[src/rtl/alu_pkg.sv]
// Shared definitions for the ALU issue slice: op codes, skid-buffer states
// and a small op-class helper.
package alu_pkg;

  typedef enum logic [2:0] {
    ALU_ADD = 3'b000,
    ALU_SUB = 3'b001,
    ALU_AND = 3'b010,
    ALU_OR  = 3'b011,
    ALU_XOR = 3'b100,
    ALU_SLL = 3'b101,
    ALU_SRL = 3'b110,
    ALU_SRA = 3'b111
  } alu_op_e;

  typedef enum logic [1:0] {
    StEmpty = 2'd0,
    StOne   = 2'd1,
    StTwo   = 2'd2
  } skid_state_e;

  // Shift ops only look at the low 5 bits of operand B.
  function automatic logic is_shift(logic [2:0] op);
    return (op == ALU_SLL) || (op == ALU_SRL) || (op == ALU_SRA);
  endfunction

endpackage

[src/rtl/operand_fwd_mux.sv]
// Resolves one ALU source operand: register data (optionally forwarded from
// EX/WB) or an alternate source (pc / immediate). Register x0 always reads 0.
// Forwarding is compiled in only when ALU_ISSUE_FWD_EN is defined.
module operand_fwd_mux
  import alu_pkg::*;
#(
  parameter int unsigned DataWidth   = 32,
  parameter int unsigned RegIdxWidth = 5
) (
  input  logic                   sel_alt_i,
  input  logic [RegIdxWidth-1:0] idx_i,
  input  logic [DataWidth-1:0]   reg_data_i,
  input  logic [DataWidth-1:0]   alt_data_i,
  input  logic                   fwd_ex_valid_i,
  input  logic [RegIdxWidth-1:0] fwd_ex_rd_i,
  input  logic [DataWidth-1:0]   fwd_ex_data_i,
  input  logic                   fwd_wb_valid_i,
  input  logic [RegIdxWidth-1:0] fwd_wb_rd_i,
  input  logic [DataWidth-1:0]   fwd_wb_data_i,
  output logic [DataWidth-1:0]   operand_o
);

  logic [DataWidth-1:0] reg_val;

`ifndef ALU_ISSUE_FWD_EN
  // Forwarding ports exist but are not consumed in this build.
  logic unused_fwd;
  assign unused_fwd = ^{fwd_ex_valid_i, fwd_ex_rd_i, fwd_ex_data_i,
                        fwd_wb_valid_i, fwd_wb_rd_i, fwd_wb_data_i};
`endif

  // Pick register value (EX beats WB), force x0 to zero, then apply source select.
  always_comb begin
    reg_val = reg_data_i;
`ifdef ALU_ISSUE_FWD_EN
    if (fwd_ex_valid_i && (fwd_ex_rd_i == idx_i)) begin
      reg_val = fwd_ex_data_i;
    end else if (fwd_wb_valid_i && (fwd_wb_rd_i == idx_i)) begin
      reg_val = fwd_wb_data_i;
    end
`endif
    if (idx_i == '0) begin
      reg_val = '0;
    end
    operand_o = sel_alt_i ? alt_data_i : reg_val;
  end

endmodule

[src/rtl/alu_issue.sv]
// ALU issue stage: 2-entry skid buffer holding fully resolved ALU operands.
// Operands are captured at acceptance and never re-forwarded afterwards.
// Optional build macro: ALU_ISSUE_FWD_EN enables EX/WB operand forwarding.
module alu_issue
  import alu_pkg::*;
#(
  parameter int unsigned DataWidth   = 32,
  parameter int unsigned RegIdxWidth = 5
) (
  input  logic                   clk_i,
  input  logic                   rst_i,
  input  logic                   flush_i,
  input  logic                   in_valid_i,
  output logic                   in_ready_o,
  input  logic [2:0]             op_i,
  input  logic                   srcA_sel_i,
  input  logic                   srcB_sel_i,
  input  logic [RegIdxWidth-1:0] rs1_idx_i,
  input  logic [RegIdxWidth-1:0] rs2_idx_i,
  input  logic [DataWidth-1:0]   rs1_data_i,
  input  logic [DataWidth-1:0]   rs2_data_i,
  input  logic [DataWidth-1:0]   imm_i,
  input  logic [DataWidth-1:0]   pc_i,
  input  logic [RegIdxWidth-1:0] rd_i,
  input  logic                   fwd_ex_valid_i,
  input  logic                   fwd_wb_valid_i,
  input  logic [RegIdxWidth-1:0] fwd_ex_rd_i,
  input  logic [RegIdxWidth-1:0] fwd_wb_rd_i,
  input  logic [DataWidth-1:0]   fwd_ex_data_i,
  input  logic [DataWidth-1:0]   fwd_wb_data_i,
  output logic                   out_valid_o,
  input  logic                   out_ready_i,
  output logic [2:0]             ALUControl_o,
  output logic [DataWidth-1:0]   srcA_o,
  output logic [DataWidth-1:0]   srcB_o,
  output logic [RegIdxWidth-1:0] rd_o
);

  // Entry layout: {op, srcA, srcB, rd}
  localparam int unsigned EntryW = 3 + 2 * DataWidth + RegIdxWidth;

  skid_state_e          state_q;
  logic [EntryW-1:0]    head_q, skid_q, new_entry;
  logic [DataWidth-1:0] opa_new, opb_raw, opb_new;
  logic                 push, pop;

  operand_fwd_mux #(
    .DataWidth  (DataWidth),
    .RegIdxWidth(RegIdxWidth)
  ) u_src_a (
    .sel_alt_i     (srcA_sel_i),
    .idx_i         (rs1_idx_i),
    .reg_data_i    (rs1_data_i),
    .alt_data_i    (pc_i),
    .fwd_ex_valid_i(fwd_ex_valid_i),
    .fwd_ex_rd_i   (fwd_ex_rd_i),
    .fwd_ex_data_i (fwd_ex_data_i),
    .fwd_wb_valid_i(fwd_wb_valid_i),
    .fwd_wb_rd_i   (fwd_wb_rd_i),
    .fwd_wb_data_i (fwd_wb_data_i),
    .operand_o     (opa_new)
  );

  operand_fwd_mux #(
    .DataWidth  (DataWidth),
    .RegIdxWidth(RegIdxWidth)
  ) u_src_b (
    .sel_alt_i     (srcB_sel_i),
    .idx_i         (rs2_idx_i),
    .reg_data_i    (rs2_data_i),
    .alt_data_i    (imm_i),
    .fwd_ex_valid_i(fwd_ex_valid_i),
    .fwd_ex_rd_i   (fwd_ex_rd_i),
    .fwd_ex_data_i (fwd_ex_data_i),
    .fwd_wb_valid_i(fwd_wb_valid_i),
    .fwd_wb_rd_i   (fwd_wb_rd_i),
    .fwd_wb_data_i (fwd_wb_data_i),
    .operand_o     (opb_raw)
  );

  // Mask shift amount and pack the incoming entry.
  always_comb begin
    opb_new   = is_shift(op_i) ? {{(DataWidth - 5){1'b0}}, opb_raw[4:0]} : opb_raw;
    new_entry = {op_i, opa_new, opb_new, rd_i};
  end

  // Handshake flags decoded from registered state only.
  always_comb begin
    in_ready_o  = (state_q != StTwo);
    out_valid_o = (state_q != StEmpty);
    push        = in_valid_i & in_ready_o;
    pop         = out_valid_o & out_ready_i;
  end

  assign {ALUControl_o, srcA_o, srcB_o, rd_o} = head_q;

  // Skid buffer control; flush wins over push and pop.
  always_ff @(posedge clk_i or negedge rst_i) begin
    if (!rst_i) begin
      state_q <= StEmpty;
      head_q  <= '0;
      skid_q  <= '0;
    end else if (flush_i) begin
      state_q <= StEmpty;
    end else begin
      case (state_q)
        StEmpty: begin
          if (push) begin
            head_q  <= new_entry;
            state_q <= StOne;
          end
        end
        StOne: begin
          if (push && pop) begin
            head_q <= new_entry;
          end else if (push) begin
            skid_q  <= new_entry;
            state_q <= StTwo;
          end else if (pop) begin
            state_q <= StEmpty;
          end
        end
        StTwo: begin
          if (pop) begin
            head_q  <= skid_q;
            state_q <= StOne;
          end
        end
        default: state_q <= StEmpty;
      endcase
    end
  end

endmodule
[config.mk]
export PLATFORM = sky130hd
export DESIGN_NAME = alu_issue
export DESIGN_NICKNAME = d
export VERILOG_FILES = /design/src/rtl/alu_pkg.sv /design/src/rtl/operand_fwd_mux.sv /design/src/rtl/alu_issue.sv
export SDC_FILE = /design/constraint.sdc
export NUM_CORES = 1
export LEC_CHECK = 0
export ABC_AREA = 1
export CAP_MARGIN = 15
export CELL_PAD_IN_SITES_DETAIL_PLACEMENT = 0
export CELL_PAD_IN_SITES_GLOBAL_PLACEMENT = 1
export CORE_MARGIN = 4
export CORE_UTILIZATION = 31
export CTS_BUF_LIST = sky130_fd_sc_hd__clkbuf_8
export DETAILED_ROUTE_END_ITERATION = 8
export PLACE_DENSITY_LB_ADDON = 0.2
export SYNTH_ARGS = -nofsm -noshare
export SYNTH_HDL_FRONTEND = slang
export SYNTH_SLANG_ARGS = --single-unit
[constraint.sdc]
create_clock -name clk_i -period 1.7 [get_ports clk_i]
set_input_delay 0.34 -clock clk_i [delete_from_list [all_inputs] [get_ports clk_i]]
set_output_delay 0.34 -clock clk_i [all_outputs]
set_load 0.05 [all_outputs]
==> After elaboration in Yosys (flattened, before gate mapping) <==
Index checks and enable logic that the tools add are counted.
{ "totals": {"elab_cells": 47, "regBits": 146, "output_inout_bits": 74} }
{ "op_classes": {"muxes": 16, "bitwise": 4, "n_eq_ne": 13, "reduce_logical": 11} }
{ "op_table": {"columns": ["operator", "count"], "rows": [
  ["72-bit two-way mux", 3],
  ["72-bit case mux with 3 select lines", 1],
  ["32-bit two-way mux", 5],
  ["2-bit two-way mux", 6],
  ["5-bit zero test", 2],
  ["3-bit equality test, second input constant", 3],
  ["3-bit != test, second input constant", 3],
  ["2-bit != test, second input constant", 4],
  ["4-bit AND reduction", 2],
  ["2-bit case mux with 3 select lines", 1],
  ["5-bit AND reduction", 1],
  ["4-bit != test, second input constant", 1],
  ["3-bit nonzero test", 1],
  ["1-bit AND", 2],
  ["2-bit by 1-bit equality test with 1-bit output, second input constant", 1],
  ["2-bit equality test, second input constant", 1],
  ["2-bit zero test", 1],
  ["1-bit logical OR", 2],
  ["1-bit inverter", 2],
  ["2-bit nonzero test", 1],
  ["1-bit logical AND", 1]
]} }

==> Logic depth before layout (Yosys ltp) <==
Gate-level depths: netlist (run 1).
{ "depth": {"word_depth": 7, "depth_mapped": 9, "mapped_depth_nobuf": 8} }

==> Modules after synthesis <==
From an unflattened synthesis (run 1), not the netlist that was laid out.
{ "hier_totals": {"cells_unflattened": 1174, "hier_area_um2": 8036.5} }
{ "modules_own_cells": {"columns": ["mod", "seq_area_each_um2", "area_per_inst_um2", "cells_per_inst", "n_inst"], "rows": [
  ["alu_issue", 3653.5, 6512.5, 826, 1],
  ["operand_fwd_mux", 0.0, 762.0, 174, 2]
]} }

==> Worst setup path after synthesis (run 1) <==
OpenSTA, ideal clock, no wires.
{ "synth_path": {"path_kind": "register to register", "startpoint": "reg state_q[0]", "endpoint": "reg head_q[10]", "synth_period_minus_slack_ns": 1.628, "stages_incl_launch_ff": 9, "setup_ns": 0.118, "t_arrival_ns": 1.511, "path_buffers": 2, "path_slack_ns": 0.072, "path_cell_list": "dfrtp_1 > inv_2 > nand2_1 > nand2_1 > nand3_2 > buf_6 > buf_4 > nand2_1 > nand2_1"} }
{ "synth_via": {"elab_chain_len": 5, "elab_cells_between_ends": 14} }
{ "synth_lines": {"columns": ["item", "line", "rtl"], "rows": [
  ["start: declaration", "alu_issue.sv:42", "skid_state_e state_q;"],
  ["start signal: assignment", "alu_issue.sv:100", "state_q <= StEmpty;"],
  ["start signal: assignment", "alu_issue.sv:104", "state_q <= StEmpty;"],
  ["start signal: assignment", "alu_issue.sv:110", "state_q <= StOne;"],
  ["2-bit nonzero test *", "alu_issue.sv:90", "out_valid_o = (state_q != StEmpty);"],
  ["via out_valid_o", "alu_issue.sv:31", "output logic out_valid_o,"],
  ["1-bit AND *", "alu_issue.sv:92", "pop = out_valid_o & out_ready_i;"],
  ["1-bit logical AND", "alu_issue.sv:114", "if (push && pop) begin"],
  ["2-bit != test (no source line)", null, null],
  ["5-bit AND reduction (no source line) *", null, null],
  ["end signal: assignment", "alu_issue.sv:109", "head_q <= new_entry;"],
  ["end signal: assignment", "alu_issue.sv:115", "head_q <= new_entry;"],
  ["end signal: assignment", "alu_issue.sv:125", "head_q <= skid_q;"],
  ["end: declaration", "alu_issue.sv:43", "logic [EntryW-1:0] head_q, skid_q, new_entry;"]
]} }
Mark *: on every way through the listed nets, which the timed path passes. The rest lies on a longest branch.
A chain may end at the register's enable or synchronous reset.

==> Worst setup path after layout (run 1) <==
{ "layout_path": {"startpoint": "reg state_q[0]", "endpoint": "out in_ready_o"} }
{ "layout_via": {"elab_chain_len": 1} }
{ "layout_lines": {"columns": ["item", "line", "rtl"], "rows": [
  ["2-bit != test", "alu_issue.sv:89", "in_ready_o = (state_q != StTwo);"],
  ["end: declaration", "alu_issue.sv:14", "output logic in_ready_o,"]
]} }
No other way between the ends.

==> results of run 1 <==
registers in the layout, indices dropped and copies added, names as in the netlist:
name / flops
skid_q: 72
head_q: 72
state_q: 2
final cells by class:
| type | instances | area, um2 | area share (%) |
|---|---|---|---|
| Antenna cell | 1 | 2.50 | 0.0232 |
| Clock buffer | 17 | 234 | 2.17 |
| Clock inverter | 15 | 145 | 1.35 |
| Inverter | 48 | 180 | 1.67 |
| Multi-Input combinational cell | 792 | 3300 | 30.6 |
| Sequential cell | 146 | 3650 | 33.9 |
| Tap cell | 319 | 399 | 3.71 |
| Timing Repair Buffer | 284 | 2850 | 26.5 |
metal layers:
layer	global-route usage (%)	share of wire (%)	wire (um)
met5	0	0.052	12
met4	4.54	1.6	379
met3	5.16	7.1	1650
met2	27.5	44	10300
met1	24.7	47	10900
power groups by stage:
| stage | clock, W | sequential [W] | combinational [W] |
|---|---|---|---|
| after CTS | 0.00281 | 0.00494 | 0.00434 |
| final | 0.00270 | 0.00494 | 0.00428 |
| after global routing | 0.00295 | 0.00508 | 0.00469 |
| after floorplan | 0 | 0.00626 | 0.00136 |
| after global placement | 0 | 0.00498 | 0.00426 |
| after detailed placement | 0 | 0.00500 | 0.00430 |
synthesized netlist by cell type (all sizes together):
cell type,number,area share (%)
nand2,454,23
dfrtp,146,49
nor2,128,6.5
nand3,85,5.8
o21ai,82,5.5
inv,48,2.4
clkbuf,34,1.7
a21oi,32,2.2
buf,32,2.5
o21a,7,0.71
nand3b,1,0.10
nand4,1,0.084
o31ai,1,0.10
o41ai,1,0.12
kinds of logic after synthesis:
logic type	Yosys count
buf+inv	114
simple gates	669
compound gates	123
flops	146
how the worst max path moves through the flow:
stage / startpoint / to / slack, ns
finish: state_q[0] / in_ready_o / 0.06
global route: state_q[0] / in_ready_o / -0.008
CTS: state_q[0] / in_ready_o / 0.001
detailed placement: in_valid_i / head_q[51] / -0.20
global placement: in_valid_i / head_q[61] / -0.16
floorplan: state_q[0] / head_q[10] / 0.07
repair_timing:
| action | 4_1_cts | 5_1_grt |
|---|---|---|
| gates cloned | 2 | 0 |
| hold buffers | 1 | 0 |
| resized for setup | 2 | 2 |
| endpoints found under the hold margin | 32 | 0 |
| endpoints found under the setup margin | 2 | 7 |
| setup buffers | 3 | 1 |
| pin swaps | 0 | 1 |
per-stage QoR:
stage	cell area, um2	total power (W)	setup TNS [ns]	hold slack [ns]
after floorplan	7420	0.00762	0	0.0444
after global routing	10800	0.0127	-0.00753	0.375
after global placement	10300	0.00924	-12.44	0.298
final	10800	0.0119	0	0.383
after detailed placement	10300	0.00930	-14.29	0.294
after CTS	10800	0.0121	0	0.356
worst register-to-register path: stages (launching register included):
cell,delay [ns]
dfrtp_1,0.39
inv_2,0.10
nand2_4,0.08
buf_16,0.15
buf_6,0.16
inv_1,0.08
buf_4,0.24
a21oi_1,0.10
nand2_1,0.06
nand2_1,0.05
layout by cell type, fill, tap and decap left out, types with 2 or more instances in the layout:
master,n
o21a_1,7
clkdlybuf4s50_1,151
o21ai_0,81
bufbuf_16,2
nand2_1,452
inv_2,4
nor2_1,127
clkinvlp_4,5
dfrtp_1,145
inv_1,47
buf_6,2
buf_12,21
inv_6,2
a21oi_1,31
clkbuf_8,17
buf_4,106
nand3_1,84
bufinv_16,2
clkinv_2,2
==> reports/qor.yml, run 1 <==
drt_first_pass_iters: 5
yosys.area_share.adder_pct: 0
utilization_pct: 45.7
fin_crit_ns: 1.64
crit_arrival_ns: 1.30
outcome: "finished, final reports clean"
rows: 56
combPwrFrac_pct: 35.9
numPlacedInstances: 1583
finalCritPeriodShare_pct: 96.4
finalSetupViolations: 0
vias: 7291
avgSynthCellArea_um2: 7.05
synthMuxAreaShare_pct: 0
skew_ns: 0.0135
yosys_warnings: 0
fin_cells: 1622
drt-vias-per-instance: 4.50
dieWidth_um: 163
grt_antenna_before_repair: 2
maxSlewViolCount: 0
die-area_um2: 26500
synth_nets: 1281
path_class: "flop to output port"
post-route-drc-count: 0
r2r_slack_ns: 0.18
drtIter0Drc: 455
clock-sinks: 146
startpoint_type: "flop"
grt_pass1_wl_um: 37800
reg2reg_from: "state_q[0]"
place.gp.congestion: 0.769
switching_power_w: 0.00458
grt_overflow: 0
clk_pin_slew_ns: 0.09
grt.total_usage_pct: 17.8
reg2reg_depth: 9
p_int_w: 0.00734
yosysSeqAreaShare_pct: 49.2
max_cap_violations: 0
filler_cell_count: 2472
end_kind: "output port"
cts_root_buf: "clkbuf_8"
areaGrowthSynthToFinish_pct: 45.1
crit_fanout: 3
synth-simple-area-share_pct: 35.5
setup_ws_ns: 0.0618
p_leak_nw: 5.71
cts_tree: "yes"
crit_path_cell_trace: "inv_2 > nand2_4 > buf_16 > buf_12"
critPathBufInv: 3
final-hold-violation-count: 0
min_path_type: "primary input to asynchronous set/reset pin"
synth-xor-area-share_pct: 0
worstMarginPinSlew_ns: 0.435
die_h_um: 163
ys_types: 21
synth_top_family_by_area: "simple AND/OR/NAND/NOR gates"
coreArea_um2: 23500
slowest_delay_ns: 0.39
seq_power_share_pct: 41.4
numCtsBuffers: 17
final_nets: 1518
switching_share_pct: 38.4
crit_required_ns: 1.36
port_buffers: 226
synth-seq-cells: 146
drive_gt1_share_pct: 13.1
power-per-cell-area_nw_per_um2: 1110
path_depth: 4
start_util_pct: 31.5
ios: 303
r2r_end: "head_q[37]"
peakVddDrop_mv: 0.387
grt_pass1_vias: 7115
synth_compound_area_share_pct: 8.67
syn_area_um2: 7420
synth_cells: 1052
path_delay_family: "flip-flops"
slew-limit-headroom_pct: 71.0
htree_levels: 4
wl_per_cell_um: 14.4
place_ws_ns: -0.197
rsz0062_at_grt: "yes"
grt_max_degree: 58
clockBufferDepth: 2
wl_um: 23300
drtAntennaViolNets: 0
cpMaxStageDelayCell: "dfrtp_1"
clock_latency_ns: 0.44
hpwl_um: 15600
fmaxAchievable_mhz: 610
p_clk_share_pct: 22.6
Power figures use the tool's default switching activity.
==> inputs of run 2 (changes only) <==
Settings changed: TNS_END_PERCENT from default to 1.
Clock period 1.7 ns to 1.85 ns, I/O delays scaled along.
==> run 2 against run 1 <==
  * Final cell count decreased by 1.2%
  * Die area unchanged
  * Via count decreased by 1.6%
  * Combinational power decreased by 9.8%
  * Clock power increased by 6%
  * Clock-buffer cell count unchanged
  * Flip-flop and latch count unchanged
  * Sequential share of layout area increased by 0.39 points
  * Highest routed layer unchanged
==> reports/qor.yml, run 2 (synthesis results as in run 1) <==
crit_arrival_ns: 1.40  # +0.10 ns
maxSlewViolCount: 0  # unchanged
slew-limit-headroom_pct: 67.6  # -3.4 points
cts_tree: "yes"
wl_um: 22500  # -3.6%
startpoint_type: "flop"
layout_common_cells: "453 x nand2_1, 151 x clkdlybuf4s50_1, 145 x dfrtp_1, 127 x nor2_1, 89 x buf_4"
path_delay_family: "flip-flops"
skew_ns: 0.0152  # +0.00170 ns
ios: 303  # unchanged
grt.busiest_layer: "met2"
finalCritPeriodShare_pct: 95.8
grt_overflow: 0  # unchanged
die-area_um2: 26500  # unchanged
holdWs_ns: 0.353  # -0.0300 ns
clock_latency_ns: 0.45  # about the same
outcome: "finished, final reports clean"
grt.total_usage_pct: 17.0  # -0.81 points
cts_root_buf: "clkbuf_8"
finalSetupViolations: 0  # unchanged
peakVddDrop_mv: 0.447  # +15%
power-per-cell-area_nw_per_um2: 1060  # -4.5%
post-route-drc-count: 0  # unchanged
clock-sinks: 146  # unchanged
grt_antenna_before_repair: 2  # unchanged
final_nets: 1499  # -1.3%
drive_gt1_share_pct: 11.7  # -1.4 points
drtIter0Drc: 343  # -25%
filler_cell_count: 2471  # -0.040%
areaGrowthSynthToFinish_pct: 43.4
met1_usage_pct: 23.0  # -1.7 points
clockBufferDepth: 2  # unchanged
hpwl_um: 15200  # -2.4%
coreArea_um2: 23500  # unchanged
die_h_um: 163  # unchanged
dieWidth_um: 163  # unchanged
grt_pass1_wl_um: 36500  # -3.4%
grt_util_met2_pct: 26.6  # -0.85 points
use_met3_pct: 5.04  # -0.13 points
crit_fanout: 27  # +24
p_leak_nw: 5.62  # -1.7%
rows: 56  # unchanged
layout_commonest_cell: "nand2_1"
crit_path_cell_trace: "nand2_4 > buf_16 > buf_12"
drt_first_pass_iters: 5  # unchanged
end_kind: "output port"
critPathBufInv: 2  # -1
setup_ws_ns: 0.0776  # +0.0158 ns
worstMarginPinSlew_ns: 0.487  # +0.0526 ns
path_class: "flop to output port"
place.gp.congestion: 0.767  # -0.14%
max_cap_violations: 0  # unchanged
fmaxAchievable_mhz: 564
htree_levels: 4  # unchanged
wl_per_cell_um: 14.0  # -2.4%
final-hold-violation-count: 0  # unchanged
cpMaxStageDelayCell: "dfrtp_2"
numCtsBuffers: 17  # unchanged
grt_pass1_vias: 6987  # -1.8%
vias: 7172  # -1.6%
drt-vias-per-instance: 4.48  # -0.40%
cts_setup_buffers: 0  # -3
fin_crit_ns: 1.77
grt_max_degree: 59  # +1.7%
drtAntennaViolNets: 0  # unchanged
clk_pin_slew_ns: 0.09  # about the same
min_path_type: "primary input to asynchronous set/reset pin"
start_util_pct: 31.5  # unchanged
rsz0062_at_grt: "no"
place_ws_ns: -0.0630  # +0.134 ns
port_buffers: 226  # unchanged
crit_required_ns: 1.48  # +0.12 ns
reg.largest.list: "head_q: 72 flops, skid_q: 72 flops, state_q: 2 flops"
slowest_delay_ns: 0.45  # +0.06 ns
==> run 2: changes by cell type in the layout (fill, tap and decap cells not counted), sizes merged <==
cell,change
clkinvlp,-2
dlygate4sd2,+1
bufinv,+3
buf,-19
clkbuf,+1
diode,+1
clkinv,-1
bufbuf,-2
inv,-2
==> run 2: final timing paths <==
kind,slack (ns),depth (start not counted),endpoint,from
max,0.08,3,in_ready_o,state_q[1]
min,0.35,2,head_q[42],rst_i
max reg2reg,0.31,9,head_q[64],state_q[1]
min reg2reg,0.48,2,head_q[23],head_q[23]
max in group asynchronous,0.88,3,skid_q[28],rst_i
min in group clk_i,0.48,2,head_q[23],head_q[23]
==> run 2: through the flow <==
| stage | instances | total power [W] | instance area, um2 | setup TNS, ns | utilization (%) |
|---|---|---|---|---|---|
| finish | 1602 | 0.0113 | 10600 | 0 | 45.2 |
| global route | 1601 | 0.0120 | 10600 | 0 | 45.2 |
| CTS | 1599 | 0.0114 | 10600 | 0 | 45.1 |
| detailed placement | 1568 | 0.00849 | 10100 | -1.71 | 43.1 |
| global placement | 1568 | 0.00844 | 10100 | -0.918 | 43.1 |
| floorplan | 1052 | 0.00700 | 7420 | 0 | - |
==> run 2: report_power, final <==
part           total [W]  switching (W)  internal [W]
Combinational    0.00386        0.00246       0.00140
Sequential       0.00453       0.000418       0.00411
Clock            0.00287        0.00127       0.00160
==> run 2: timing repair <==
item / in CTS / in global routing
cloned: 0 / 1
hold buffers: 1 / 0
hold endpoints to repair: 23 / 0
resized for setup: 3 / 0
setup endpoints to repair: 2 / 1
==> run 2: layout make-up <==
type / instances / area, um2 / share of cell area (%)
sequential: 146 / 3650 / 34.3
multi-input combinational: 792 / 3290 / 31.0
timing repair buffer: 265 / 2660 / 25.0
tap: 319 / 399 / 3.75
clock buffer: 17 / 234 / 2.20
clock inverter: 13 / 211 / 1.99
inverter: 48 / 180 / 1.69
antenna: 2 / 5.00 / 0.0470
==> run 2: metal layers <==
metal	wire, um	vias to the layer above
met5	12	-
met4	341	2
met3	1560	19
met2	10100	175
met1	10400	3252
li1	-	3724
==> RTL change 1, RTL diff (flow settings as in run 1) <==
Build with the macro `ALU_ISSUE_FWD_EN` defined.
--- a/src/rtl/operand_fwd_mux.sv
+++ b/src/rtl/operand_fwd_mux.sv
@@ -3,2 +3,4 @@
 // Forwarding is compiled in only when ALU_ISSUE_FWD_EN is defined.
+`define ALU_ISSUE_FWD_EN
+
 module operand_fwd_mux
Behaviour: not the same (a bounded check fails within 4 cycles, from zero or initial values and one cycle with rst_i low).
==> RTL change 1 against run 1 <==
  * Final area increased by 31%
  * Setup slack lost 0.0071 ns
  * Via count increased by 47%
  * Synthesized area up 24%
  * Fmax decreased by 0.43%
  * Highest routed layer unchanged
  * Power is 18% higher
  * Largest power group is now combinational logic
  * Sequential cell count is the same
  * Wire length up 78%
==> RTL change 1: results (changes against run 1) <==
met2 usage 0.412 (+0.137); LEAKAGE 7.47 nW (+31%); Post-CTS Repair Setup Buffers 14 (+11); peak supply drop 0.502 mV (+30%); placed cells 2123 (+34%); wl on met1 18.1 mm (+65%); worst flop-to-flop path startpoint state_q[1]$_DFFE_PN0P_; status complete, no violations; Unique masters post-synth 28 (+33%); RR Endpoint head_q[41]$_DFFE_PN0P_; layout cells sized above 1 0.155 (+0.0237); Final GP Congestion 0.891 (+16%); vias in the first global route 11000 (+55%); WL met2 19.6 mm (+90%); Layout Skew 0.0189 ns (+0.00537 ns); Cell Count, Final, Fillers Out 2192 (+35%); Net Count, Synth 1692 (+32%); fillers 2984 (+21%); first-pass GRT wire length 63.7 mm (+68%); FF-to-FF setup slack 0.12 ns (-0.06 ns); dpl hpwl 28.8 mm (+85%); Vias/cell 4.90 (+8.9%); Pwr top combinational logic; sequential share of power 0.373 (-0.041); top cells by count, synth nand2_1 (639), nor2_1 (219), dfrtp_1 (146); Seq/Total Area, Yosys 0.398 (-0.0946); slowest stage delay, CP 0.43 ns (+0.04 ns); Psw 0.00598 W (+31%); met3 Use GR 0.0420 (-0.00965); nets@finish 2016 (+33%); WL final 41.4 mm (+78%); Clock Latency Late Sink 0.47 ns (+0.03 ns); Worst Reg2Reg Path Length in Cells 10 (+1)
RTL change 1: cell count changes in the layout (fill, tap and decap cells not counted), sizes merged, moves of 5 or more:
cell           change
clkbuf             +8
nand4             +33
nand3             +54
nand2            +185
diode              +8
dlymetal6s2s       +5
clkdlybuf4s50     +53
nor2              +96
dlygate4sd2       +10
buf               +35
inv               +15
RTL change 1: per-stage QoR:
stage	hold slack [ns]	total power [W]	utilization	setup WS, ns	instance area, µm²
floorplan	0.0444	0.00868	-	0.0793	9190
global placement	0.253	0.0110	0.446	-0.668	12900
detailed placement	0.249	0.0111	0.446	-0.631	12900
CTS	0.302	0.0142	0.481	-0.0353	13900
global route	0.330	0.0150	0.487	-0.00448	14100
finish	0.313	0.0141	0.487	0.0547	14100
RTL change 1: cell type report:
class	instances	area share
multi-input combinational	1164	0.362
timing repair buffer	397	0.298
sequential	146	0.259
tap	384	0.0341
clock buffer	18	0.0176
inverter	61	0.0168
clock inverter	13	0.00995
antenna	9	0.00160
RTL change 1: how the worst max path moves through the flow:
stage | startpoint | endpoint
detailed placement | fwd_wb_rd_i[0] | head_q[66]$_DFFE_PN0P_
global placement | fwd_ex_rd_i[4] | head_q[66]$_DFFE_PN0P_
global route | state_q[1]$_DFFE_PN0P_ | out_valid_o
finish | state_q[0]$_DFFE_PN0P_ | out_valid_o
floorplan | state_q[0]$_DFFE_PN0P_ | head_q[61]$_DFFE_PN0P_
CTS | state_q[0]$_DFFE_PN0P_ | in_ready_o
RTL change 1: cell families after synthesis:
family          after synthesis  share of synthesized area
compound gates              124                     0.0718
xor+xnor                      2                    0.00191
simple gates               1038                      0.458
flops                       146                      0.398
buf+inv                     153                     0.0702
==> RTL change 2, RTL diff (settings of run 1) <==
Without the edit above. Encoding of `skid_state_e`: now one-hot (3 bits for 3 states).
--- a/src/rtl/alu_pkg.sv
+++ b/src/rtl/alu_pkg.sv
@@ -15,6 +15,6 @@
 
-  typedef enum logic [1:0] {
-    StEmpty = 2'd0,
-    StOne   = 2'd1,
-    StTwo   = 2'd2
+  typedef enum logic [2:0] {
+    StEmpty = 3'b001,
+    StOne   = 3'b010,
+    StTwo   = 3'b100
   } skid_state_e;
Function: no difference found for any inputs over 4 cycles, from zero or initial values and one cycle with rst_i low; so few cycles prove little.
==> RTL change 2 against run 1 <==
  * The flow now finishes with violations (negative setup slack)
  * Final cell count is 4.3% higher
  * Die area is 3.0% higher
  * Sequential share of layout area is 0.85 points lower
  * Final area is 3.3% higher
  * Sequential cell count is 1 higher
  * Count of clock-buffer cells in the layout stayed put
  * Synthesized area is 3.2% higher
  * Setup slack worse by 0.083 ns
  * Global-route usage is 0.68 points higher
  * Wire length is 12% higher
  * Critical path type unchanged
  * First-iteration DRC count is 14% lower
  * Power is 44% higher
  * Clock skew is 0.0067 ns higher
==> RTL change 2: results (changes against run 1) <==
LEAKAGE 6.02 nW (+5.4%); buffers outside the clock class 287 (+1.1%); Placed Area 10500 µm² (+1.9%); inverters 22 (-54%); final worst slack -0.0207 ns (-0.0825 ns); met2 usage 0.294 (+0.0198); Unique masters post-synth 28 (+33%); fillers 2512 (+1.6%); nets@finish 1584 (+4.3%); Synth Area in Compound Gates 0.0201 (-0.0666); Comb group 0.00836 W (+95%); area taken by multi-input logic gates 3540 µm² (+7.4%); first-pass GRT wire length 39.8 mm (+5.3%); DR iter-0 viols 393 (-14%); sw frac 0.458 (+0.0734); peak supply drop 0.684 mV (+77%); status complete, but fails checks; Slowest-stage cell, CP dfstp_2; Final setup viols 2 (+2); Final GP Congestion 0.742 (-3.4%); dpl ws -0.152 ns (+0.0451 ns); met3 Use GR 0.0546 (+0.00297); TNS Setup -0.0265 ns (-0.0265 ns); Multi-input comb cells 880 (+11%); violated checks negative setup slack; largest net degree at the start of global routing 66 (+14%); arrival time worst endpoint 1.38 ns (+0.08 ns)
==> RTL change 2: cell types whose count changed after synthesis, sizes merged, moves of 7 or more <==
cell    before  now
nand3       85   98
a21oi       32    2
o21a         7    0
clkbuf      34   19
nand2      454  688
o21ai       82   25
buf         32   46
nor2       128   62
inv         48   21
==> RTL change 2: final timing paths <==
path | slack (ns) | endpoint | from | cells past startpoint
worst max-delay path | -0.02 | in_ready_o | state_q[0]$_DFFE_PN1P_ | 4
worst min register to register | 0.48 | skid_q[36]$_DFFE_PN0P_ | skid_q[36]$_DFFE_PN0P_ | 2
max in group asynchronous | 0.77 | skid_q[48]$_DFFE_PN0P_ | rst_i | 3
worst max register to register | 0.05 | head_q[11]$_DFFE_PN0P_ | state_q[0]$_DFFE_PN1P_ | 10
min in group clk_i | 0.44 | skid_q[3]$_DFFE_PN0P_ | rd_i[3] | 3
worst min-delay path | 0.34 | head_q[63]$_DFFE_PN0P_ | rst_i | 2
